<file path="src/rtl/i2s_tx_serializer.sv">
// I2S slave transmitter: oversamples MCU-driven SCLK/LRCLK in the DSP clock domain
// and shifts mono samples MSB-first into both the left and right slots (Philips timing).
module i2s_tx_serializer #(
  parameter int PKT_WIDTH   = 16,
  parameter int SLOT_BITS   = 16,
  parameter int SYNC_STAGES = 2
) (
  input  logic                 clk_i,
  input  logic                 reset_i,
  input  logic                 sclk_i,
  input  logic                 lrclk_i,
  input  logic [PKT_WIDTH-1:0] pkt_i,
  input  logic                 pktChanged_i,
  output logic                 sd_o,
  output logic                 pktReq_o,
  output logic                 underrun_o,
  output logic                 overrun_o,
  output logic                 frameErr_o
);

  localparam int CNT_W = $clog2(SLOT_BITS + 1);

  typedef enum logic {
    WAIT_SYNC,
    RUN
  } state_t;

  logic [SYNC_STAGES-1:0] sclk_sync_q, sclk_sync_d;
  logic [SYNC_STAGES-1:0] lrclk_sync_q, lrclk_sync_d;
  logic                   sclk_dly_q, sclk_dly_d;
  logic                   sclk_s, lrclk_s, sclk_fall;

  state_t                 state_q, state_d;
  logic [SLOT_BITS-1:0]   shift_q, shift_d;
  logic [PKT_WIDTH-1:0]   hold_q, hold_d;
  logic [PKT_WIDTH-1:0]   word_q, word_d;
  logic                   pending_q, pending_d;
  logic [CNT_W-1:0]       bit_cnt_q, bit_cnt_d;
  logic [CNT_W:0]         cnt_inc;
  logic                   lr_prev_q, lr_prev_d;
  logic                   sd_q, sd_d;
  logic                   pkt_req_q, pkt_req_d;
  logic                   underrun_q, underrun_d;
  logic                   overrun_q, overrun_d;
  logic                   frame_err_q, frame_err_d;
  logic                   do_left, do_right;

  // Left-align a sample in the slot-wide shift register; padding bits are zero.
  function automatic logic [SLOT_BITS-1:0] align_word(input logic [PKT_WIDTH-1:0] w);
    logic [SLOT_BITS-1:0] r;
    r = '0;
    r[SLOT_BITS-1 -: PKT_WIDTH] = w;
    return r;
  endfunction

  always_comb begin
    sclk_sync_d  = (sclk_sync_q << 1) | SYNC_STAGES'(sclk_i);
    lrclk_sync_d = (lrclk_sync_q << 1) | SYNC_STAGES'(lrclk_i);
    sclk_s       = sclk_sync_q[SYNC_STAGES-1];
    lrclk_s      = lrclk_sync_q[SYNC_STAGES-1];
    sclk_dly_d   = sclk_s;
    sclk_fall    = sclk_dly_q & ~sclk_s;
  end

  always_ff @(posedge clk_i or posedge reset_i) begin
    if (reset_i) begin
      sclk_sync_q  <= '0;
      lrclk_sync_q <= '0;
      sclk_dly_q   <= 1'b0;
    end else begin
      sclk_sync_q  <= sclk_sync_d;
      lrclk_sync_q <= lrclk_sync_d;
      sclk_dly_q   <= sclk_dly_d;
    end
  end

  always_comb begin
    state_d     = state_q;
    shift_d     = shift_q;
    hold_d      = hold_q;
    word_d      = word_q;
    pending_d   = pending_q;
    bit_cnt_d   = bit_cnt_q;
    lr_prev_d   = lr_prev_q;
    sd_d        = sd_q;
    pkt_req_d   = 1'b0;
    underrun_d  = 1'b0;
    overrun_d   = 1'b0;
    frame_err_d = 1'b0;
    do_left     = 1'b0;
    do_right    = 1'b0;
    cnt_inc     = (CNT_W+1)'(bit_cnt_q) + (CNT_W+1)'(1);

    if (pktChanged_i) begin
      hold_d    = pkt_i;
      pending_d = 1'b1;
    end

    if (sclk_fall) begin
      lr_prev_d = lrclk_s;
      case (state_q)
        WAIT_SYNC: begin
          sd_d    = 1'b0;
          shift_d = '0;
          if (lr_prev_q && !lrclk_s) begin
            do_left = 1'b1;
            state_d = RUN;
          end
        end
        RUN: begin
          sd_d    = shift_q[SLOT_BITS-1];
          shift_d = shift_q << 1;
          if (bit_cnt_q != CNT_W'(SLOT_BITS)) begin
            bit_cnt_d = cnt_inc[CNT_W-1:0];
          end
          if (lrclk_s != lr_prev_q) begin
            if (cnt_inc != (CNT_W+1)'(SLOT_BITS)) begin
              frame_err_d = 1'b1;
            end
            do_left  = ~lrclk_s;
            do_right = lrclk_s;
          end
        end
        default: state_d = WAIT_SYNC;
      endcase
    end

    // A strobe landing on the load cycle bypasses the hold register entirely.
    if (do_left) begin
      bit_cnt_d = '0;
      pkt_req_d = 1'b1;
      if (pktChanged_i) begin
        word_d    = pkt_i;
        pending_d = 1'b0;
      end else if (pending_q) begin
        word_d    = hold_q;
        pending_d = 1'b0;
      end else begin
        underrun_d = 1'b1;
      end
      shift_d = align_word(word_d);
    end

    if (do_right) begin
      bit_cnt_d = '0;
      shift_d   = align_word(word_q);
    end

    if (pktChanged_i && pending_q && !do_left) begin
      overrun_d = 1'b1;
    end
  end

  always_ff @(posedge clk_i or posedge reset_i) begin
    if (reset_i) begin
      state_q     <= WAIT_SYNC;
      shift_q     <= '0;
      hold_q      <= '0;
      word_q      <= '0;
      pending_q   <= 1'b0;
      bit_cnt_q   <= '0;
      lr_prev_q   <= 1'b0;
      sd_q        <= 1'b0;
      pkt_req_q   <= 1'b0;
      underrun_q  <= 1'b0;
      overrun_q   <= 1'b0;
      frame_err_q <= 1'b0;
    end else begin
      state_q     <= state_d;
      shift_q     <= shift_d;
      hold_q      <= hold_d;
      word_q      <= word_d;
      pending_q   <= pending_d;
      bit_cnt_q   <= bit_cnt_d;
      lr_prev_q   <= lr_prev_d;
      sd_q        <= sd_d;
      pkt_req_q   <= pkt_req_d;
      underrun_q  <= underrun_d;
      overrun_q   <= overrun_d;
      frame_err_q <= frame_err_d;
    end
  end

  assign sd_o       = sd_q;
  assign pktReq_o   = pkt_req_q;
  assign underrun_o = underrun_q;
  assign overrun_o  = overrun_q;
  assign frameErr_o = frame_err_q;

endmodule

</file>
<file path="config.mk">
export PLATFORM = sky130hd
export DESIGN_NAME = i2s_tx_serializer
export DESIGN_NICKNAME = d
export VERILOG_FILES = /design/src/rtl/i2s_tx_serializer.sv
export SDC_FILE = /design/constraint.sdc
export NUM_CORES = 1
export LEC_CHECK = 0
export ABC_AREA = 0
export BUFFER_PORTS_ARGS = -buffer_cell sky130_fd_sc_hd__clkbuf_2
export CORE_UTILIZATION = 40
export CTS_BUF_LIST = sky130_fd_sc_hd__clkbuf_2 sky130_fd_sc_hd__clkbuf_4 sky130_fd_sc_hd__clkbuf_8
export DETAILED_ROUTE_END_ITERATION = 16
export GPL_TIMING_DRIVEN = 1
export PLACE_DENSITY_LB_ADDON = 0.2
export RECOVER_POWER = 100
export SYNTH_ARGS = -nofsm -noshare
export SYNTH_HDL_FRONTEND = slang
export SYNTH_SLANG_ARGS = --single-unit
export TNS_END_PERCENT = 100
</file>
<file path="constraint.sdc">
create_clock -name clk_i -period 2.75 [get_ports clk_i]
set_clock_uncertainty 0.1 [all_clocks]
set_input_delay 0.55 -clock clk_i [delete_from_list [all_inputs] [get_ports clk_i]]
set_output_delay 0.55 -clock clk_i [all_outputs]
set_load 0.01 [all_outputs]
</file>
Yosys cells after proc, flatten, opt, wreduce, memory -nomap -nowiden
Cells that the tools add are included.
{"block": "classes", "n_addsub": 1, "multipliers": 0, "div_mod_pow": 0, "magnitude_cmp": 0, "eq_ne": 3, "n_shift": 0, "muxes": 33, "n_bitwise": 6, "reduce_logical": 9}
{"operator": "2-to-1 mux 16 bit", "n": 5}
{"operator": "case mux 16 bit (2 select lines)", "n": 1}
{"operator": "2-to-1 mux 5 bit", "n": 5}
{"operator": "2-to-1 mux 1 bit", "n": 20}
{"operator": "nonzero test 3 bit", "n": 3}
{"operator": "adder 5 x 1 -> 6 bit (second input constant)", "n": 1}
{"operator": "!= test 6 x 5 -> 1 bit (second input constant)", "n": 1}
{"operator": "!= test 5 bit (second input constant)", "n": 1}
{"operator": "bitwise OR 2 x 1 -> 2 bit", "n": 2}
{"operator": "case mux 1 bit (2 select lines)", "n": 2}
{"operator": "logical AND 1 bit", "n": 3}
{"operator": "inverter 1 bit", "n": 3}
{"operator": "AND reduction 3 bit", "n": 1}
{"operator": "logical NOT 1 bit", "n": 2}
{"operator": "bitwise AND 1 bit", "n": 1}
{"operator": "!= test 1 bit", "n": 1}
{"block": "totals", "register_bits": 66, "latchBits": 0, "ramBits": 0, "mem_bits_ro": 0, "in_bits": 21, "output_inout_bits": 5, "elab_cells": 67, "mem_count": 0}

Logic depth before layout (Yosys ltp)
Gate-level depths: netlist of the first run.
{"block": "depth", "word_depth": 8, "depth_mapped": 7, "mapped_depth_nobuf": 5}

Worst setup path before layout of the first run
OpenSTA, ideal clock, no wires.
{"block": "synth_path", "path_kind": "register to register", "startpoint": "register lrclk_sync_q[1]", "endpoint": "register shift_q[15]", "setup_ns": 0.132, "t_arrival_ns": 1.388, "required_time_ns": 2.518, "setup_slack_ns": 1.130, "path_stages_with_launch": 7, "path_buffers": 2, "synth_period_minus_slack_ns": 1.620, "path_cell_list": "dfrtp_1 ha_1 and2_1 buf_6 buf_8 a221oi_2 o22ai_1"}
{"block": "synth_between", "elab_chain_len": 7, "elab_cells_between_ends": 14, "classes_between": "1 x eq/ne; 9 x mux; 1 x bitwise; 3 x reduce/logical"}
{"element": "start, declared", "line_no": "29", "text": "logic [SYNC_STAGES-1:0] lrclk_sync_q, lrclk_sync_d;"}
{"element": "start signal, assigned", "line_no": "72", "text": "lrclk_sync_q <= lrclk_sync_d;"}
{"element": "logical NOT 1 bit", "line_no": "105", "text": "if (lr_prev_q && !lrclk_s) begin"}
{"element": "logical AND 1 bit", "line_no": "105"}
{"element": "2-to-1 mux 1 bit", "line_no": "105"}
{"element": "case mux 1 bit (2 select lines)", "line_no": "101", "text": "case (state_q)"}
{"element": "2-to-1 mux 1 bit", "line_no": "99", "text": "if (sclk_fall) begin"}
{"element": "2-to-1 mux 16 bit", "line_no": "129", "text": "if (do_left) begin"}
{"element": "2-to-1 mux 16 bit", "line_no": "144", "text": "if (do_right) begin"}
{"element": "end signal, assigned", "line_no": "170", "text": "shift_q <= shift_d;"}
{"element": "end, declared", "line_no": "34", "text": "logic [SLOT_BITS-1:0] shift_q, shift_d;"}
Parallel ways exist; a longest one is shown, timed or not.
A chain may end at the register's enable or synchronous reset.

Worst setup path after layout of the first run
{"block": "layout_path", "startpoint": "register lrclk_sync_q[1]", "endpoint": "register shift_q[2]"}
The elaborated chain is that of the path after synthesis.

==> run_results.csv, run 1 <==
group,metric,value,unit
clocking,cts_inserted_buffers,9,
setup_path,worst_r2r_path_depth,6,
routing,avgRoutedWirePerCell,14.2,um
clocking,cts_tree,"yes",
clocking,htreeDepth,3,
setup_path,ff2ff_setup_slack,0.55,ns
place,place_hpwl,3.71,mm
die,start_util,0.422,
sta,final_hold_viol_count,0,
clocking,cts.clk_slew.worst_paths,0.07,ns
synthesis,syn_inst,297,
global_route,grt_pass1_wl,10.5,mm
synthesis,post-synth-top-area-fraction,0.532,
setup_path,cp.required,2.90,ns
clocking,cts_num_sinks,66,
setup_path,critPathKind,"reg2reg",
sta,setup_violations,0,
power,power-per-cell-area,720,nW/um^2
sta,min_period_over_period,0.801,
setup_path,end_kind,"flip-flop",
global_route,grt_max_degree,67,
synthesis,synth_cell_types,34,
clocking,clock_latency,0.33,ns
die,dieArea,8120,sq um
clocking,cts_root_buffer,"clkbuf_8",
sta,hold-worst-slack,0.216,ns
setup_path,worstReg2RegEnd,"shift_q[2]$_DFFE_PP0P_",
clocking,cts_setup_buffers,0,
place,gp_congestion,0.705,
routing,dr.pass1.iters,4,
global_route,grt_overflow_total,0,
routing,first_iter_violations,110,
routing,dr_total_vias,2202,
clocking,cts_buffer_depth,2,
die,rows,31,
power,p_leak,1.60,nW
routing,drc,0,
sta,grt_setup_unrepaired,"false",
routing,drt-vias-per-instance,5.26,
sta,finalSetupTns,0,ns
synthesis,synth.avg_cell_area,10.5,sq um
setup_path,start_kind,"flip-flop",
place,port_buffers,25,
global_route,grt_usage,0.163,
sta,fin_crit,2.20,ns
global_route,grt_pass1_vias,2136,
finish,syn_to_final_growth,9.14,%
run_status,status,"complete, but fails checks",
setup_path,cp-endpoint,"shift_q[2]$_DFFE_PP0P_",
synthesis,ys_seq_elements,66,
setup_path,cp_max_fo,11,
hold_path,hp-class,"in2reg",
clocking,hold_buffers,0,
finish,num_antenna_cells,0,
power,irDropWorstVdd,0.423,mV
routing,antenna_left,0,
setup_path,r2r-start,"lrclk_sync_q[1]$_DFF_PP0_",
synthesis,syn_nets,322,
synthesis,ys.warnings.count,0,
finish,drive_above_1_share,0.144,
synthesis,synth_area,3110,sq um
die,core,7370,sq um
die,pin_count,26,
run,drv_cap,1,
die,fp.dieW,90.1,um
clocking,postCtsResizedCells,0,
die,die_h,90.1,um
synthesis,synth_largest_area_cell,"dfrtp_1",
global_route,antenna_found_initial,0,
run_status,failed_checks,"max-capacitance violations, max-slew violations",
sta,finalMaxSlewViolations,67,
finish,nNetsFinal,344,
routing,wl,5.96,mm
sta,clock.fmax,0.454,GHz
synthesis,seq_area_frac_synth,0.532,
synthesis,synth.area.top_cells,"dfrtp_1 53%, o21ai_0 5.6%, a221oi_2 4.8%, mux2i_1 4.8%, nand2_1 4.6%",
sta,worstMarginPinSlew,1.62,ns
sta,relSlewSlack,-0.0823,
setup_path,crit_start,"lrclk_sync_q[1]$_DFF_PP0_",
setup_path,crit_arrival,2.35,ns
==> power breakdown <==
group          internal [W]  switching (W)
clock network      0.000381       0.000337
registers           0.00116       0.000159
logic              0.000182       0.000223
total               0.00172       0.000719
==> synthesized netlist by cell type <==
master,count
dfrtp_1,66
nand2_1,38
o21ai_0,35
inv_1,21
nor2_1,18
o21a_1,16
mux2i_1,15
o22ai_1,15
a221oi_2,10
a21oi_1,8
buf_2,8
clkbuf_1,6
a221oi_1,5
buf_6,4
ha_1,4
or3_1,4
nand2b_1,3
and2b_1,2
mux2_2,2
nand3_1,2
o2111ai_1,2
a311oi_1,1
a32o_1,1
and2_1,1
and3_1,1
buf_8,1
nand3_2,1
nand3b_1,1
nand3b_2,1
nand4b_1,1
nor3_1,1
nor3b_4,1
nor4bb_1,1
or3b_1,1
==> stage by stage <==
stage / util / setup WS (ns) / total power (W) / instance area [sq um] / instances
after floorplan: - / 0.445 / 0.00165 / 3110 / 297
after global placement: 0.446 / 0.775 / 0.00175 / 3280 / 407
after detailed placement: 0.446 / 0.760 / 0.00177 / 3280 / 407
after CTS: 0.468 / 0.737 / 0.00249 / 3450 / 419
after global routing: 0.460 / 0.334 / 0.00260 / 3390 / 419
final: 0.460 / 0.548 / 0.00244 / 3390 / 419
==> layout by cell type (no fill, tap or decap), types with 8 or more instances in the layout <==
master    count
mux2i_1      15
a221oi_1      9
a21oi_1       8
inv_1        20
dfrtp_1      66
clkbuf_8     12
o21a_1       16
o21ai_0      35
o22ai_1      15
nand2_1      38
nor2_1       18
clkbuf_2     20
==> state kept, by name, indices dropped and copies added (netlist names) <==
name and flops:
lrclk_sync_q 2, pending_q 1, lr_prev_q 1, shift_q 16, sclk_dly_q 1, sd_o 1, state_q 1, hold_q 16
underrun_o 1, bit_cnt_q 5, overrun_o 1, word_q 16, frameErr_o 1, pktReq_o 1, sclk_sync_q 2
==> worst min-delay path by stage <==
stage                              start                   endpoint  slack (ns)  cells past startpoint
2_1_floorplan  lrclk_sync_q[0]$_DFF_PP0_  lrclk_sync_q[1]$_DFF_PP0_        0.23                      0
3_3_place_gp   lrclk_sync_q[0]$_DFF_PP0_  lrclk_sync_q[1]$_DFF_PP0_        0.23                      0
3_5_place_dp   lrclk_sync_q[0]$_DFF_PP0_  lrclk_sync_q[1]$_DFF_PP0_        0.24                      0
4_1_cts                          reset_i   bit_cnt_q[1]$_DFFE_PP0P_        0.18                      3
5_1_grt                           sclk_i   sclk_sync_q[0]$_DFF_PP0_        0.20                      1
6_report                          sclk_i   sclk_sync_q[0]$_DFF_PP0_        0.22                      1
==> final cells by class <==
| cell class | instances | area (sq um) |
|---|---|---|
| Inverter | 21 | 78.8 |
| Fill cell | 741 | 3980 |
| Sequential cell | 66 | 1650 |
| Tap cell | 99 | 124 |
| Clock buffer | 12 | 165 |
| Multi-Input combinational cell | 191 | 1220 |
| Timing Repair Buffer | 30 | 149 |
==> logic make-up after synthesis <==
group	Yosys count	share of synthesized area
buffers and inverters	40	0.0648
DFF	66	0.532
adders and majority gates	4	0.0161
and+or+nand+nor	77	0.120
muxes	17	0.0556
AOI/OAI and AO/OA	93	0.212
==> worst max-delay path, stage by stage (launching register included) <==
cell	delay [ns]
dfrtp_1	0.37
inv_1	0.05
ha_1	0.28
nor3b_2	0.77
buf_4	0.28
a221oi_1	0.08
o22ai_1	0.18
==> metal layers <==
layer | part of all wire | track usage | up-vias | wire [um]
met4 | 0.011 | 0.0444 | 0 | 63
met3 | 0.040 | 0.0516 | 6 | 240
li1 | - | - | 1086 | -
met1 | 0.49 | 0.214 | 1074 | 2940
met2 | 0.46 | 0.261 | 36 | 2720
met5 | 0 | 0 | - | 0
Power figures use the tool's default switching activity.
==> run 2, diff against run 1 <==
ABC_AREA = 1   (was 0)
clock period = 2.01 ns   (was 2.75 ns; I/O delays follow)
==> run 2 against run 1 <==
Effect of this change:
- the run now ends clean
- critical path depth increased by 3
- hold slack got worse by 0.16 ns
- critical endpoint is now bit_cnt_q[0]$_DFFE_PP0P_
- maximum frequency increased by 25%
- largest cell class unchanged
- final area increased by 13%
==> run_results.csv, run 2 <==
group,metric,value,unit
synthesis,synth_largest_area_cell,"dfrtp_1",
finish,nNetsFinal,519,
setup_path,crit_family,"simple AND/OR/NAND/NOR gates",
power,swShare,0.314,
clocking,cts_tree,"yes",
setup_path,max_stage_delay,0.37,ns
die,pin_count,26,
synthesis,synth_commonest_cells,"177 x nand2_1, 71 x inv_1, 66 x dfrtp_1, 39 x nand3_1, 24 x nor2_1",
clocking,cts_setup_buffers,0,
routing,avgRoutedWirePerCell,11.9,um
finish,largestRegisters,"hold_q (16), shift_q (16), word_q (16)",
finish,final_common_cell,"nand2_1",
setup_path,critPathKind,"reg2reg",
synthesis,post-synth-top-area-fraction,0.474,
clocking,postCtsResizedCells,0,
power,irDropWorstVdd,0.401,mV
finish,n_fill_cell,863,
power,power-per-cell-area,965,nW/um^2
hold_path,hp-class,"in2reg",
synthesis,ys_async_sr_fraction,1.00,
routing,antenna_left,0,
global_route,grt_max_degree,67,
setup_path,crit_buf_inv,3,
routing,drt-vias-per-instance,4.58,
setup_path,cp_max_fo,33,
synthesis,seq_area_frac_synth,0.474,
global_route,grt_usage,0.186,
place,gp_congestion,0.831,
global_route,grt_pass1_wl,12.9,mm
sta,final_hold_viol_count,0,
synthesis,ys.warnings.count,0,
finish,drive_above_1_share,0.116,
power,p_sw,0.00116,W
die,rows,33,
sta,fin_crit,1.76,ns
synthesis,syn_nets,495,
sta,min_period_over_period,0.875,
clocking,cts_num_sinks,66,
power,comb_power_share,0.214,
sta,setup_violations,0,
routing,drc,0,
global_route,grt_overflow_total,0,
synthesis,ys_seq_elements,66,
finish,final_cell_mix,"177 x nand2_1, 71 x inv_1, 66 x dfrtp_1",
synthesis,ys.flop_type,"dfrtp_1",
power,internal_power,0.00254,W
power,p_clk_frac,0.317,
setup_path,slowest_stage,"dfrtp_1",
finish,syn_to_final_growth,10.2,%
sta,grt_setup_unrepaired,"false",
die,core,8340,sq um
synthesis,synth_area,3480,sq um
place,place_inst,588,
die,die_h,95.3,um
setup_path,crit_arrival,1.95,ns
clocking,clock_latency,0.34,ns
clocking,cts.clk_slew.worst_paths,0.07,ns
routing,dr_total_vias,2767,
clocking,hold_buffers,0,
die,dieArea,9090,sq um
setup_path,cp.required,2.20,ns
sta,relSlewSlack,0.0273,
setup_path,end_kind,"flip-flop",
setup_path,crit_chain,"inv_1, ha_1, nand2_4, inv_2, nand2_4, nand2_1, inv_1, nand3_1, nand2_1",
power,seq_power_share,0.469,
setup_path,start_kind,"flip-flop",
sta,worstMarginPinSlew,1.46,ns
sta,finalMaxSlewViolations,0,
routing,wl,7.19,mm
clocking,cts_buffer_depth,2,
finish,num_antenna_cells,0,
synthesis,synth_cell_types,27,
place,place_hpwl,4.86,mm
finish,final_util,0.461,
synthesis,yosysMostFrequentCell,"nand2_1",
synthesis,synth_edf_count,0,
routing,dr.pass1.iters,4,
finish,fin_cells,604,
sta,finalSetupTns,0,ns
synthesis,synth.area.top_cells,"dfrtp_1 47%, nand2_1 19%, inv_1 7.6%, nand3_1 5.6%, o21ai_0 2.9%",
die,fp.dieW,95.3,um
synthesis,syn_inst,470,
place,port_buffers,25,
power,p_leak,2.24,nW
clocking,cts_inserted_buffers,9,
run,drv_cap,0,
synthesis,synth.avg_cell_area,7.41,sq um
routing,first_iter_violations,197,
clocking,htreeDepth,3,
die,start_util,0.418,
global_route,antenna_found_initial,0,
run_status,status,"finished clean",
global_route,grt_pass1_vias,2685,
sta,clock.fmax,0.569,GHz
clocking,cts_root_buffer,"clkbuf_8",
## run 2: cell count changes in the layout (fill, tap and decap cells not counted), sizes merged, moves of 4 or more
cell    change
nand3      +37
a21oi       +7
o21a       -16
nand2     +142
o22ai      -15
a221oi     -15
inv        +56
mux2i      -15
or3         -4
nor2        +9
## run 2: kinds of logic (layout without fill, tap and decap cells)
logic type / after synthesis / count (layout) / share of synthesized area
AO/OA/AOI/OAI: 49 / 49 / 0.0822
XOR/XNOR: 1 / 1 / 0.00251
adder cells (fa/ha/maj): 4 / 4 / 0.0144
buffers and inverters: 99 / 128 / 0.127
flip-flops: 66 / 66 / 0.474
AND/OR/NAND/NOR: 251 / 251 / 0.300
## run 2: worst paths after layout
path	startpoint	to	slack, ns	depth (start not counted)
hold reg to reg	sclk_sync_q[0]$_DFF_PP0_	sclk_sync_q[1]$_DFF_PP0_	0.27	0
max in group asynchronous	reset_i	sclk_dly_q$_DFF_PP0_	0.45	3
setup reg to reg	lr_prev_q$_DFFE_PP0P_	bit_cnt_q[0]$_DFFE_PP0P_	0.25	9
hold / removal	sclk_i	sclk_sync_q[0]$_DFF_PP0_	0.06	1
min in group asynchronous	reset_i	hold_q[10]$_DFFE_PP0P_	0.47	3
setup / recovery	lr_prev_q$_DFFE_PP0P_	bit_cnt_q[0]$_DFFE_PP0P_	0.25	9
## run 2: cell type report
type                            count  area [sq um]  area share
Clock buffer                       12           159      0.0414
Sequential cell                    66          1650       0.430
Multi-Input combinational cell    305          1360       0.355
Clock inverter                      4          50.0      0.0130
Inverter                           78           302      0.0785
Tap cell                          105           131      0.0342
Timing Repair Buffer               34           184      0.0479
## run 2: layer usage
metal	global-route usage	vias to the layer above	share of wire	routed length, um
li1	-	1471	-	-
met1	0.265	1253	0.53	3800
met2	0.280	35	0.43	3110
met3	0.0311	8	0.024	171
met4	0.0758	0	0.015	109
met5	0	-	0	0
## run 2: power by group through the flow
stage / clock network, W / registers [W] / logic, W
floorplan: 0 / 0.00172 / 0.000669
global placement: 0 / 0.00175 / 0.000822
detailed placement: 0 / 0.00176 / 0.000835
CTS: 0.00120 / 0.00174 / 0.000841
global route: 0.00125 / 0.00176 / 0.000959
finish: 0.00118 / 0.00174 / 0.000792
## run 2: through the flow
step / hold WS [ns] / cell area (sq um) / total power, W / setup WS [ns]
floorplan: 0.231 / 3490 / 0.00239 / 0.631
global placement: 0.256 / 3690 / 0.00258 / 0.300
detailed placement: 0.262 / 3690 / 0.00260 / 0.241
CTS: 0.0431 / 3900 / 0.00378 / 0.227
global route: 0.0451 / 3840 / 0.00398 / 0.0320
finish: 0.0605 / 3840 / 0.00371 / 0.251
==> run 3, diff against run 2 <==
PLACE_DENSITY = 0.62   (was default)
PLACE_DENSITY_LB_ADDON = default   (was 0.2)
==> run 3 against run 2 <==
Effect of this change:
- register-to-register slack worse by 0.05 ns
- hold slack better by 0.015 ns
- final cell count is 0.17% lower
- flip-flop and latch count stayed put
- sequential power hardly changed
- core utilization is 0.060 points lower
- highest routed layer unchanged
- via count is 2.1% higher
- sequential share of layout area is 0.056 points higher
- setup slack worse by 0.046 ns
- clock-buffer cell count is 2 higher
- critical path type unchanged
- non-clock buffer count is 1 lower
==> run_results.csv, run 3 (synthesis results as in run 2) <==
group,metric,value,unit
die,rows,33,
clocking,hold_buffers,0,
run_status,status,"finished clean",
setup_path,crit_start,"lrclk_sync_q[1]$_DFF_PP0_",
clocking,cts_inserted_buffers,9,
routing,wl,7.14,mm
finish,final_cell_mix,"177 x nand2_1, 72 x inv_1, 66 x dfrtp_1",
setup_path,worst_r2r_path_depth,7,
power,swShare,0.303,
place,gp_congestion,0.746,
routing,first_iter_violations,149,
setup_path,start_kind,"flip-flop",
place,port_buffers,25,
sta,finalSetupTns,0,ns
die,pin_count,26,
place,place_ws,0.244,ns
sta,final_hold_viol_count,0,
sta,finalMaxSlewViolations,0,
clocking,cts.clk_slew.worst_paths,0.07,ns
clocking,cts_num_sinks,66,
power,power-per-cell-area,962,nW/um^2
sta,relSlewSlack,0.368,
finish,syn_to_final_growth,10.1,%
setup_path,cp-endpoint,"shift_q[3]$_DFFE_PP0P_",
finish,nNetsFinal,518,
clocking,cts_buffer_depth,2,
finish,final_common_cell,"nand2_1",
die,core,8340,sq um
finish,final-seq-area,1650,sq um
power,p_leak,2.25,nW
die,dieArea,9090,sq um
sta,setup_ws,0.205,ns
power,seq_power_share,0.469,
sta,grt_setup_unrepaired,"false",
sta,fin_crit,1.80,ns
clocking,cts_setup_buffers,0,
setup_path,cp.required,2.16,ns
sta,worstMarginPinSlew,0.943,ns
setup_path,cp_max_fo,34,
global_route,grt_pass1_wl,13.0,mm
power,internal_power,0.00257,W
setup_path,ff2ff_setup_slack,0.21,ns
routing,drc,0,
clocking,cts_tree,"yes",
setup_path,crit_buf_inv,3,
power,irDropWorstVdd,0.453,mV
setup_path,max_stage_delay,0.41,ns
setup_path,critPathKind,"reg2reg",
die,fp.dieW,95.3,um
clocking,clock_latency,0.33,ns
routing,avgRoutedWirePerCell,11.8,um
power,p_sw,0.00112,W
finish,drive_above_1_share,0.120,
routing,dr.pass1.iters,6,
setup_path,crit_family,"buffers and inverters",
clocking,cts_root_buffer,"clkbuf_8",
place,place_hpwl,4.85,mm
routing,drt-vias-per-instance,4.69,
routing,antenna_left,0,
global_route,grt_overflow_total,0,
global_route,grt_pass1_vias,2837,
global_route,grt_usage,0.185,
setup_path,slowest_stage,"inv_1",
global_route,antenna_found_initial,0,
finish,num_antenna_cells,0,
global_route,grt_max_degree,35,
run,drv_cap,0,
sta,setup_violations,0,
finish,n_fill_cell,856,
finish,largestRegisters,"hold_q (16), shift_q (16), word_q (16)",
hold_path,hp-class,"in2reg",
power,comb_power_share,0.215,
clocking,postCtsResizedCells,0,
die,die_h,95.3,um
routing,dr_total_vias,2826,
setup_path,crit_arrival,1.96,ns
sta,min_period_over_period,0.898,
clocking,htreeDepth,3,
setup_path,crit_cells,7,
die,start_util,0.418,
finish,multi_input_area,1370,sq um
setup_path,end_kind,"flip-flop",
setup_path,crit_chain,"inv_1, ha_1, nand3_1, inv_1, buf_12, nand3_1, a21oi_1",
setup_path,r2r-start,"lrclk_sync_q[1]$_DFF_PP0_",
power,power.total,0.00369,W
setup_path,worstReg2RegEnd,"shift_q[3]$_DFFE_PP0P_",
sta,clock.fmax,0.554,GHz
power,p_clk_frac,0.316,
run 3: cell count changes in the layout (fill, tap and decap cells not counted), sizes merged:
cell | before | now
buf | 6 | 4
clkinvlp | 3 | 1
clkbuf | 40 | 43
run 3: power groups by stage:
stage / logic, W / clock network (W) / registers (W)
4_1_cts: 0.000845 / 0.00119 / 0.00173
3_5_place_dp: 0.000840 / 0 / 0.00175
2_1_floorplan: 0.000669 / 0 / 0.00172
3_3_place_gp: 0.000822 / 0 / 0.00175
6_report: 0.000796 / 0.00117 / 0.00173
5_1_grt: 0.000945 / 0.00124 / 0.00176
run 3: final cells by class:
| type | count | area share |
|---|---|---|
| sequential | 66 | 0.431 |
| multi-input combinational | 305 | 0.356 |
| inverter | 78 | 0.0780 |
| timing repair buffer | 33 | 0.0466 |
| clock buffer | 14 | 0.0453 |
| tap | 105 | 0.0342 |
| clock inverter | 2 | 0.00913 |
run 3: metal layers:
layer  part of all wire  wire [um]  up-vias  global-route usage
li1                   -          -     1466                   -
met2               0.46       3270       41               0.304
met4              0.013         91        0              0.0758
met1               0.50       3560     1312               0.247
met3              0.030        214        7              0.0239
met5                  0          0        -                   0
run 3: per-stage QoR:
| step | instance area, sq um | util | hold WS, ns | cells |
|---|---|---|---|---|
| 6_report | 3840 | 0.460 | 0.0750 | 603 |
| 5_1_grt | 3840 | 0.460 | 0.0614 | 603 |
| 4_1_cts | 3910 | 0.468 | 0.00563 | 603 |
| 3_5_place_dp | 3700 | 0.443 | 0.242 | 587 |
| 3_3_place_gp | 3700 | 0.443 | 0.240 | 587 |
| 2_1_floorplan | 3490 | - | 0.231 | 470 |
run 3: worst min path at each step:
stage,cells after the start,endpoint,start,slack (ns)
after CTS,2,hold_q[8]$_DFFE_PP0P_,reset_i,0.006
final,1,sclk_sync_q[0]$_DFF_PP0_,sclk_i,0.08
after global routing,1,sclk_sync_q[0]$_DFF_PP0_,sclk_i,0.06
after global placement,0,sclk_sync_q[1]$_DFF_PP0_,sclk_sync_q[0]$_DFF_PP0_,0.24
after floorplan,0,lrclk_sync_q[1]$_DFF_PP0_,lrclk_sync_q[0]$_DFF_PP0_,0.23
after detailed placement,0,sclk_sync_q[1]$_DFF_PP0_,sclk_sync_q[0]$_DFF_PP0_,0.24
